<file path="src/rtl/des_pkg.sv">
// Shared constants, FSM state type and bit-position helpers for the DES
// S-box lookup path.
package des_pkg;

  localparam int NUM_SBOX = 8;
  localparam int CHUNK_W  = 6;
  localparam int NIB_W    = 4;
  localparam int IN_W     = NUM_SBOX * CHUNK_W;
  localparam int OUT_W    = NUM_SBOX * NIB_W;
  localparam int IDX_W    = 3;

  typedef enum logic [1:0] {
    IDLE   = 2'd0,
    LOOKUP = 2'd1,
    DONE   = 2'd2
  } state_e;

  // S1 sits in the most significant chunk/nibble, S8 in the least.
  function automatic int chunkHi(input logic [IDX_W-1:0] k);
    return IN_W - 1 - CHUNK_W * int'(k);
  endfunction

  function automatic int nibHi(input logic [IDX_W-1:0] k);
    return OUT_W - 1 - NIB_W * int'(k);
  endfunction

endpackage

</file>
<file path="src/rtl/sbox_lookup_scheduler.sv">
// Time-multiplexes one shared S-box port over S1..S8 for a 48-bit word.
// Define SBOX_REG_EN when the bank output is registered (pipelined capture).
module sbox_lookup_scheduler
  import des_pkg::*;
(
  input  logic               Clk,
  input  logic               Rst_n,
  input  logic               InValid,
  output logic               InReady,
  input  logic [IN_W-1:0]    DataIn,
  output logic [IDX_W-1:0]   SboxSel,
  output logic [CHUNK_W-1:0] SboxAddr,
  input  logic [NIB_W-1:0]   SboxData,
  output logic               OutValid,
  input  logic               OutReady,
  output logic [OUT_W-1:0]   DataOut,
  output logic               Busy
);

  localparam int CNT_W = 4;
  localparam logic [CNT_W-1:0] ISSUE_END = CNT_W'(NUM_SBOX);
`ifdef SBOX_REG_EN
  localparam logic [CNT_W-1:0] LAST_K = CNT_W'(NUM_SBOX);
`else
  localparam logic [CNT_W-1:0] LAST_K = CNT_W'(NUM_SBOX - 1);
`endif

  state_e             state_q, state_d;
  logic [CNT_W-1:0]   count_q, count_d;
  logic [IN_W-1:0]    dataLatch_q, dataLatch_d;
  logic [OUT_W-1:0]   dataOut_q, dataOut_d;
  logic [IDX_W-1:0]   selHold_q, selHold_d;
  logic [CHUNK_W-1:0] addrHold_q, addrHold_d;

  logic               issue;
  logic               capture;
  logic [IDX_W-1:0]   issueIdx;
  logic [IDX_W-1:0]   capIdx;
  logic [CHUNK_W-1:0] chunk;

  // With a registered bank, the result arriving in cycle k belongs to k-1.
  always_comb begin
    issueIdx = count_q[IDX_W-1:0];
    issue    = (state_q == LOOKUP) && (count_q < ISSUE_END);
    chunk    = dataLatch_q[chunkHi(issueIdx) -: CHUNK_W];
`ifdef SBOX_REG_EN
    capture  = (state_q == LOOKUP) && (count_q != '0) && (count_q <= LAST_K);
    capIdx   = IDX_W'(count_q - CNT_W'(1));
`else
    capture  = issue;
    capIdx   = issueIdx;
`endif
  end

  always_comb begin
    state_d     = state_q;
    count_d     = count_q;
    dataLatch_d = dataLatch_q;
    dataOut_d   = dataOut_q;
    selHold_d   = selHold_q;
    addrHold_d  = addrHold_q;
    InReady     = 1'b0;
    OutValid    = 1'b0;

    if (issue) begin
      selHold_d  = issueIdx;
      addrHold_d = chunk;
    end
    if (capture) begin
      dataOut_d[nibHi(capIdx) -: NIB_W] = SboxData;
    end

    case (state_q)
      IDLE: begin
        InReady = 1'b1;
        if (InValid) begin
          dataLatch_d = DataIn;
          count_d     = '0;
          state_d     = LOOKUP;
        end
      end
      LOOKUP: begin
        if (count_q > LAST_K) begin
          count_d = '0;
          state_d = IDLE;
        end else if (count_q == LAST_K) begin
          count_d = '0;
          state_d = DONE;
        end else begin
          count_d = count_q + CNT_W'(1);
        end
      end
      DONE: begin
        OutValid = 1'b1;
        if (OutReady) state_d = IDLE;
      end
      default: begin
        count_d = '0;
        state_d = IDLE;
      end
    endcase
  end

  always_ff @(posedge Clk) begin
    if (!Rst_n) begin
      state_q     <= IDLE;
      count_q     <= '0;
      dataLatch_q <= '0;
      dataOut_q   <= '0;
      selHold_q   <= '0;
      addrHold_q  <= '0;
    end else begin
      state_q     <= state_d;
      count_q     <= count_d;
      dataLatch_q <= dataLatch_d;
      dataOut_q   <= dataOut_d;
      selHold_q   <= selHold_d;
      addrHold_q  <= addrHold_d;
    end
  end

  // The bank sees live addresses only while issuing; otherwise the last one.
  assign SboxSel  = issue ? issueIdx : selHold_q;
  assign SboxAddr = issue ? chunk : addrHold_q;
  assign DataOut  = dataOut_q;
  assign Busy     = (state_q != IDLE);

endmodule
</file>
<file path="config.mk">
export PLATFORM = sky130hd
export DESIGN_NAME = sbox_lookup_scheduler
export DESIGN_NICKNAME = d
export VERILOG_FILES = /design/src/rtl/des_pkg.sv /design/src/rtl/sbox_lookup_scheduler.sv
export SDC_FILE = /design/constraint.sdc
export NUM_CORES = 1
export LEC_CHECK = 0
export CORE_MARGIN = 5
export CORE_UTILIZATION = 55
export DETAILED_ROUTE_END_ITERATION = 10
export DONT_BUFFER_PORTS = 1
export PLACE_DENSITY = 0.69
export RECOVER_POWER = 25
export SYNTH_ARGS = -nofsm -noshare
export SYNTH_HDL_FRONTEND = slang
export SYNTH_SLANG_ARGS = --single-unit
</file>
<file path="constraint.sdc">
create_clock -name Clk -period 4.7 [get_ports Clk]
set_input_delay 0.47 -clock Clk [delete_from_list [all_inputs] [get_ports Clk]]
set_output_delay 0.47 -clock Clk [all_outputs]
set_load 0.02 [all_outputs]
</file>
==> After elaboration in Yosys (flattened, before gate mapping) <==
Index checks and enable logic that the tools add are counted.
{ "classes": {"reduce_logical": 6, "magnitude_cmp": 2, "addsub": 4, "bitwise_logic": 1, "n_eq_ne": 6, "muxes": 14, "multipliers": 1, "shifts": 3} }
{ "ops": {"columns": ["operator", "count"], "rows": [
  ["53-bit by 7-bit variable part select with 6-bit output", 1],
  ["4-bit by 33-bit variable shift with 35-bit output, first input constant", 1],
  ["4-bit by 33-bit variable part select with 35-bit output", 1],
  ["6-bit negator with 33-bit output", 1],
  ["32-bit bitwise mux", 1],
  ["4-bit 2-to-1 mux", 3],
  ["4-bit case mux with 3 select lines", 1],
  ["2-bit 2-to-1 mux", 4],
  ["6-bit by 6-bit subtractor with 7-bit output, first input constant", 1],
  ["6-bit 2-to-1 mux", 1],
  ["2-bit case mux with 3 select lines", 1],
  ["5-bit by 5-bit subtractor with 6-bit output, first input constant", 1],
  ["2-bit by 3-bit multiplier with 5-bit output, first input constant", 1],
  ["4-bit by 1-bit adder with 4-bit output, second input constant", 1],
  ["4-bit by 3-bit == test with 1-bit output, second input constant", 1],
  ["4-bit by 3-bit > comparator with 1-bit output, second input constant", 1],
  ["4-bit < comparator, second input constant", 1],
  ["2-bit != test, second input constant", 2],
  ["2-bit AND reduction", 2],
  ["3-bit 2-to-1 mux", 1],
  ["3-bit by 1-bit != test with 1-bit output, second input constant", 1],
  ["3-bit AND reduction", 1],
  ["2-bit by 1-bit == test with 1-bit output, second input constant", 1],
  ["2-bit == test, second input constant", 1],
  ["5 further kinds", 6]
]} }
{ "totals": {"reg_bits": 95, "inputBits": 56, "output_inout_bits": 44} }

==> Longest topological paths before layout <==
{ "logic_depth": {"ltp_word": 4, "depth_mapped": 10, "ltp_nobuf": 7} }

==> Worst setup path before layout <==
OpenSTA, ideal clock, no wires.
{ "synth_timing": {"path_kind": "flip-flop to output port", "start": "register count_q[1]", "end": "output SboxAddr[2]", "arrival_time_ps": 2533, "t_required_ps": 4230, "n_path_buf": 2, "path_slack_ps": 1697, "stages_incl_launch_ff": 10, "cell_sequence": "dfxtp_1 ha_1 fa_1 buf_4 clkbuf_8 nor2_1 a22o_1 o211ai_1 o31ai_1 nor3_1"} }
{ "synth_between": {"elab_chain_len": 4, "word_cells_on_any_way": 6} }
{ "synth_lines": {"columns": ["element", "line_no", "text"], "rows": [
  ["start: declaration", "sbox_lookup_scheduler.sv:29", "logic [CNT_W-1:0] count_q, count_d;"],
  ["start signal: assignment", "sbox_lookup_scheduler.sv:114", "count_q <= count_d;"],
  ["2-bit by 3-bit multiplier with 5-bit output", "des_pkg.sv:20", "return IN_W - 1 - CHUNK_W * int'(k);"],
  ["6-bit by 6-bit subtractor with 7-bit output", "des_pkg.sv:20", null],
  ["53-bit by 7-bit variable part select with 6-bit output", "sbox_lookup_scheduler.sv:45", "chunk = dataLatch_q[chunkHi(issueIdx) -: CHUNK_W];"],
  ["6-bit 2-to-1 mux *", null, null],
  ["end: declaration", "sbox_lookup_scheduler.sv:12", "output logic [CHUNK_W-1:0] SboxAddr,"]
]} }
Every way passes the cells marked *; elsewhere a longest branch is shown, timed or not.

==> Worst setup path in the final report <==
{ "layout_timing": {"start": "register count_q[1]", "end": "output SboxAddr[4]"} }
The elaborated chain is that of the path after synthesis.

==> impl_metrics.csv <==
group,metric,value,unit
run_status,outcome,"complete, no violations",
timing,slew_headroom,46.1,%
routing,drcViolationCount,0,
worst_setup_path,required,4.23,ns
timing,worst_slew_pin_slew,0.808,ns
logic_synthesis,yosysTopAreaCellShare,37.1,%
worst_setup_path,end_kind,"output pin",
timing,max_freq,0.249,GHz
clock_network,cts_max_level,3,
timing,setup_violations,0,
logic_synthesis,async_flop_share,0,%
layout,area_growth_syn_to_layout,3.49,%
worst_setup_path,critPathArrivalTime,3.54,ns
layout,instances_no_fill,683,
routing,avgRoutedWirePerCell,18.0,µm
power,leakage,1.87,nW
clock_network,cts_inserted_buffers,9,
worst_hold_path,hp-class,"in2reg",
routing,vias_per_cell,6.02,
flow_run,max_cap_viol_count,0,
clock_network,cts.repair.resized,0,
routing,wl,12.3,mm
timing,hold_viol_final,0,
place,place.detailed.hpwl,8.86,mm
timing,fin_skew,0.0120,ns
global_route,grt_pass1_wl,20.1,mm
timing,finalCritPeriodShare,85.4,%
layout,n_antenna_cell,0,
global_route,grt_max_degree,96,
logic_synthesis,syn_area,0.00513,mm²
die,dieArea,0.0114,mm²
clock_network,cts_tree,"yes",
logic_synthesis,synthTopCellsByCount,"nand2_1, dfxtp_1, a21boi_0",
die,num_io_pins,100,
logic_synthesis,ys_warn_count,0,
worst_setup_path,crit_slowest_cell,"fa_1",
logic_synthesis,syn_area_per_cell,8.69,µm²
logic_synthesis,ys_top_cells_by_area,"dfxtp_1, nand2_1, a21boi_0",
logic_synthesis,syn-num-nets,655,
logic_synthesis,yosysTopAreaCell,"dfxtp_1",
clock_network,cts.sinks,95,
routing,vias,4112,
global_route,antenna_found_initial,0,
worst_setup_path,path_cells,"ha_1 > fa_1 > or2b_1 > o22ai_1 > o21ai_0 > a31oi_1",
layout,seq_area,0.00190,mm²
layout,final_cell_area,0.00531,mm²
layout,fin_util,58.0,%
layout,multi_input_area,0.00296,mm²
timing,period_needed,4.01,ns
routing,drt_iter0_markers,304,
layout,num-fill-cells,849,
clock_network,cts_setup_buffers,0,
global_route,grt_use_total,21.8,%
logic_synthesis,synth_most_common_cell,"nand2_1",
clock_network,ctsHoldBuffers,0,
global_route,grt_remaining_overflow,0,
place,dp.cells,668,
logic_synthesis,seq_area_frac_synth,37.1,%
logic_synthesis,ys_ff_latch,95,
power,power-per-cell-area,329,mW/mm²
die,start_util,56.0,%
timing,drv_slew,0,
die,rows,35,
worst_setup_path,cp_slowest_stage_delay,1.04,ns
power,max-vdd-ir-drop,0.170,mV
worst_setup_path,worst-path-max-fanout,22,
logic_synthesis,synthCells,590,
routing,detail-route-antenna-nets,0,
logic_synthesis,synth_cell_type_count,56,
timing,rsz0062_at_grt,"false",
logic_synthesis,synth_edf_count,0,
clock_network,path_clk_slew,0.10,ns
worst_setup_path,criticalPathCategory,"reg2out",
die,die_h,107,µm
layout,finalNetCount,633,
clock_network,clock_latency,0.36,ns
worst_setup_path,reg2reg_slack,1.25,ns
global_route,grt_pass1_vias,4088,
worst_setup_path,start_kind,"flip-flop",
worst_setup_path,path_buf_inv,0,
die,core_area,0.00915,mm²
clock_network,cts_root_buf,"clkbuf_8",
place,gp_congestion,0.884,
die,die_x,107,µm
timing,finalSetupTns,0,ns
routing,dr.pass1.iters,5,
clock_network,cts_max_path_buffers,2,
logic_synthesis,ys.flop_type,"dfxtp_1",
place,place_area,0.00510,mm²
worst_setup_path,cp_top_family,"adder cells",
layout,layout-drive-gt1-share,9.44,%
place,port_buffers,0,
==> power breakdown <==
part	leakage (nW)	switching, W	internal (W)
clock network	0.102	0.000287	0.000274
registers	0.775	0.0000405	0.000846
logic	0.991	0.000180	0.000120
==> cell families (layout without fill, tap and decap cells) <==
group                    after synthesis  after routing  share of synthesized area [%]
AND/OR/NAND/NOR                      250            250                           22.3
AO/OA/AOI/OAI                        131            131                           18.1
flip-flops                            95             95                           37.1
multiplexers                          53             53                           14.3
buffers and inverters                 50             32                           5.03
adder cells (fa/ha/maj)                9              9                           2.34
XOR/XNOR                               2              2                          0.854
==> placed cells by master (no fill, tap or decap), types with 2 or more instances in the layout <==
master / netlist / final
mux2i_1: 27 / 27
a22oi_1: 14 / 14
o21a_1: 4 / 4
or2_2: 2 / 2
a31oi_1: 3 / 3
mux2_2: 13 / 13
a32oi_1: 2 / 2
o22ai_1: 10 / 10
nand2_1: 155 / 155
nor3_1: 3 / 3
dfxtp_1: 95 / 94
nor3b_1: 2 / 2
buf_4: 6 / 8
nand3_1: 11 / 11
o21ai_1: 2 / 2
nand4_1: 16 / 16
nor2_1: 18 / 18
a21boi_0: 60 / 60
and2_1: 18 / 18
clkbuf_8: 1 / 11
a21oi_1: 6 / 7
inv_1: 9 / 9
o21ai_0: 18 / 18
mux4_1: 6 / 6
mux4_2: 7 / 7
nor2b_1: 14 / 14
ha_1: 8 / 8
clkinv_4: 0 / 2
==> metrics by stage <==
| step | power, W | hold WS [ns] | setup WS, ns |
|---|---|---|---|
| after floorplan | 0.00116 | 0.448 | 1.70 |
| after global placement | 0.00120 | 0.475 | 1.21 |
| after detailed placement | 0.00121 | 0.480 | 1.12 |
| after CTS | 0.00176 | 0.233 | 0.730 |
| after global routing | 0.00183 | 0.238 | 0.498 |
| final | 0.00175 | 0.242 | 0.687 |
==> flip-flops by register name (all words and copies together) (netlist names) <==
name and flops:
DataOut 32, selHold_q 3, dataLatch_q 48, addrHold_q 6
count_q 4, state_q 2
==> final timing paths <==
kind | startpoint | endpoint | cells after the start
worst max-delay path | count_q[1]$_SDFFE_PN0P_ | SboxAddr[4] | 6
worst min-delay path | DataIn[46] | dataLatch_q[46]$_SDFFE_PN0P_ | 2
worst max register to register | count_q[1]$_SDFFE_PN0P_ | addrHold_q[4]$_SDFF_PN0_ | 7
worst min register to register | dataLatch_q[1]$_SDFFE_PN0P_ | dataLatch_q[1]$_SDFFE_PN0P_ | 2
==> routing by layer <==
layer	up-vias	share of wire [%]	GRT usage [%]
met5	-	0	0
met2	139	50	37.5
li1	2025	-	-
met1	1923	42	26.6
met3	25	6.4	4.55
met4	0	2.5	8.77
==> layout make-up <==
cell class                      count  area share [%]
Inverter                            9           0.637
Timing Repair Buffer                8            1.13
Clock buffer                       11            2.85
Multi-Input combinational cell    445            55.9
Tap cell                          111            2.62
Clock inverter                      4            1.04
Sequential cell                    95            35.9
Note: power is estimated with default switching activity, not from simulation.
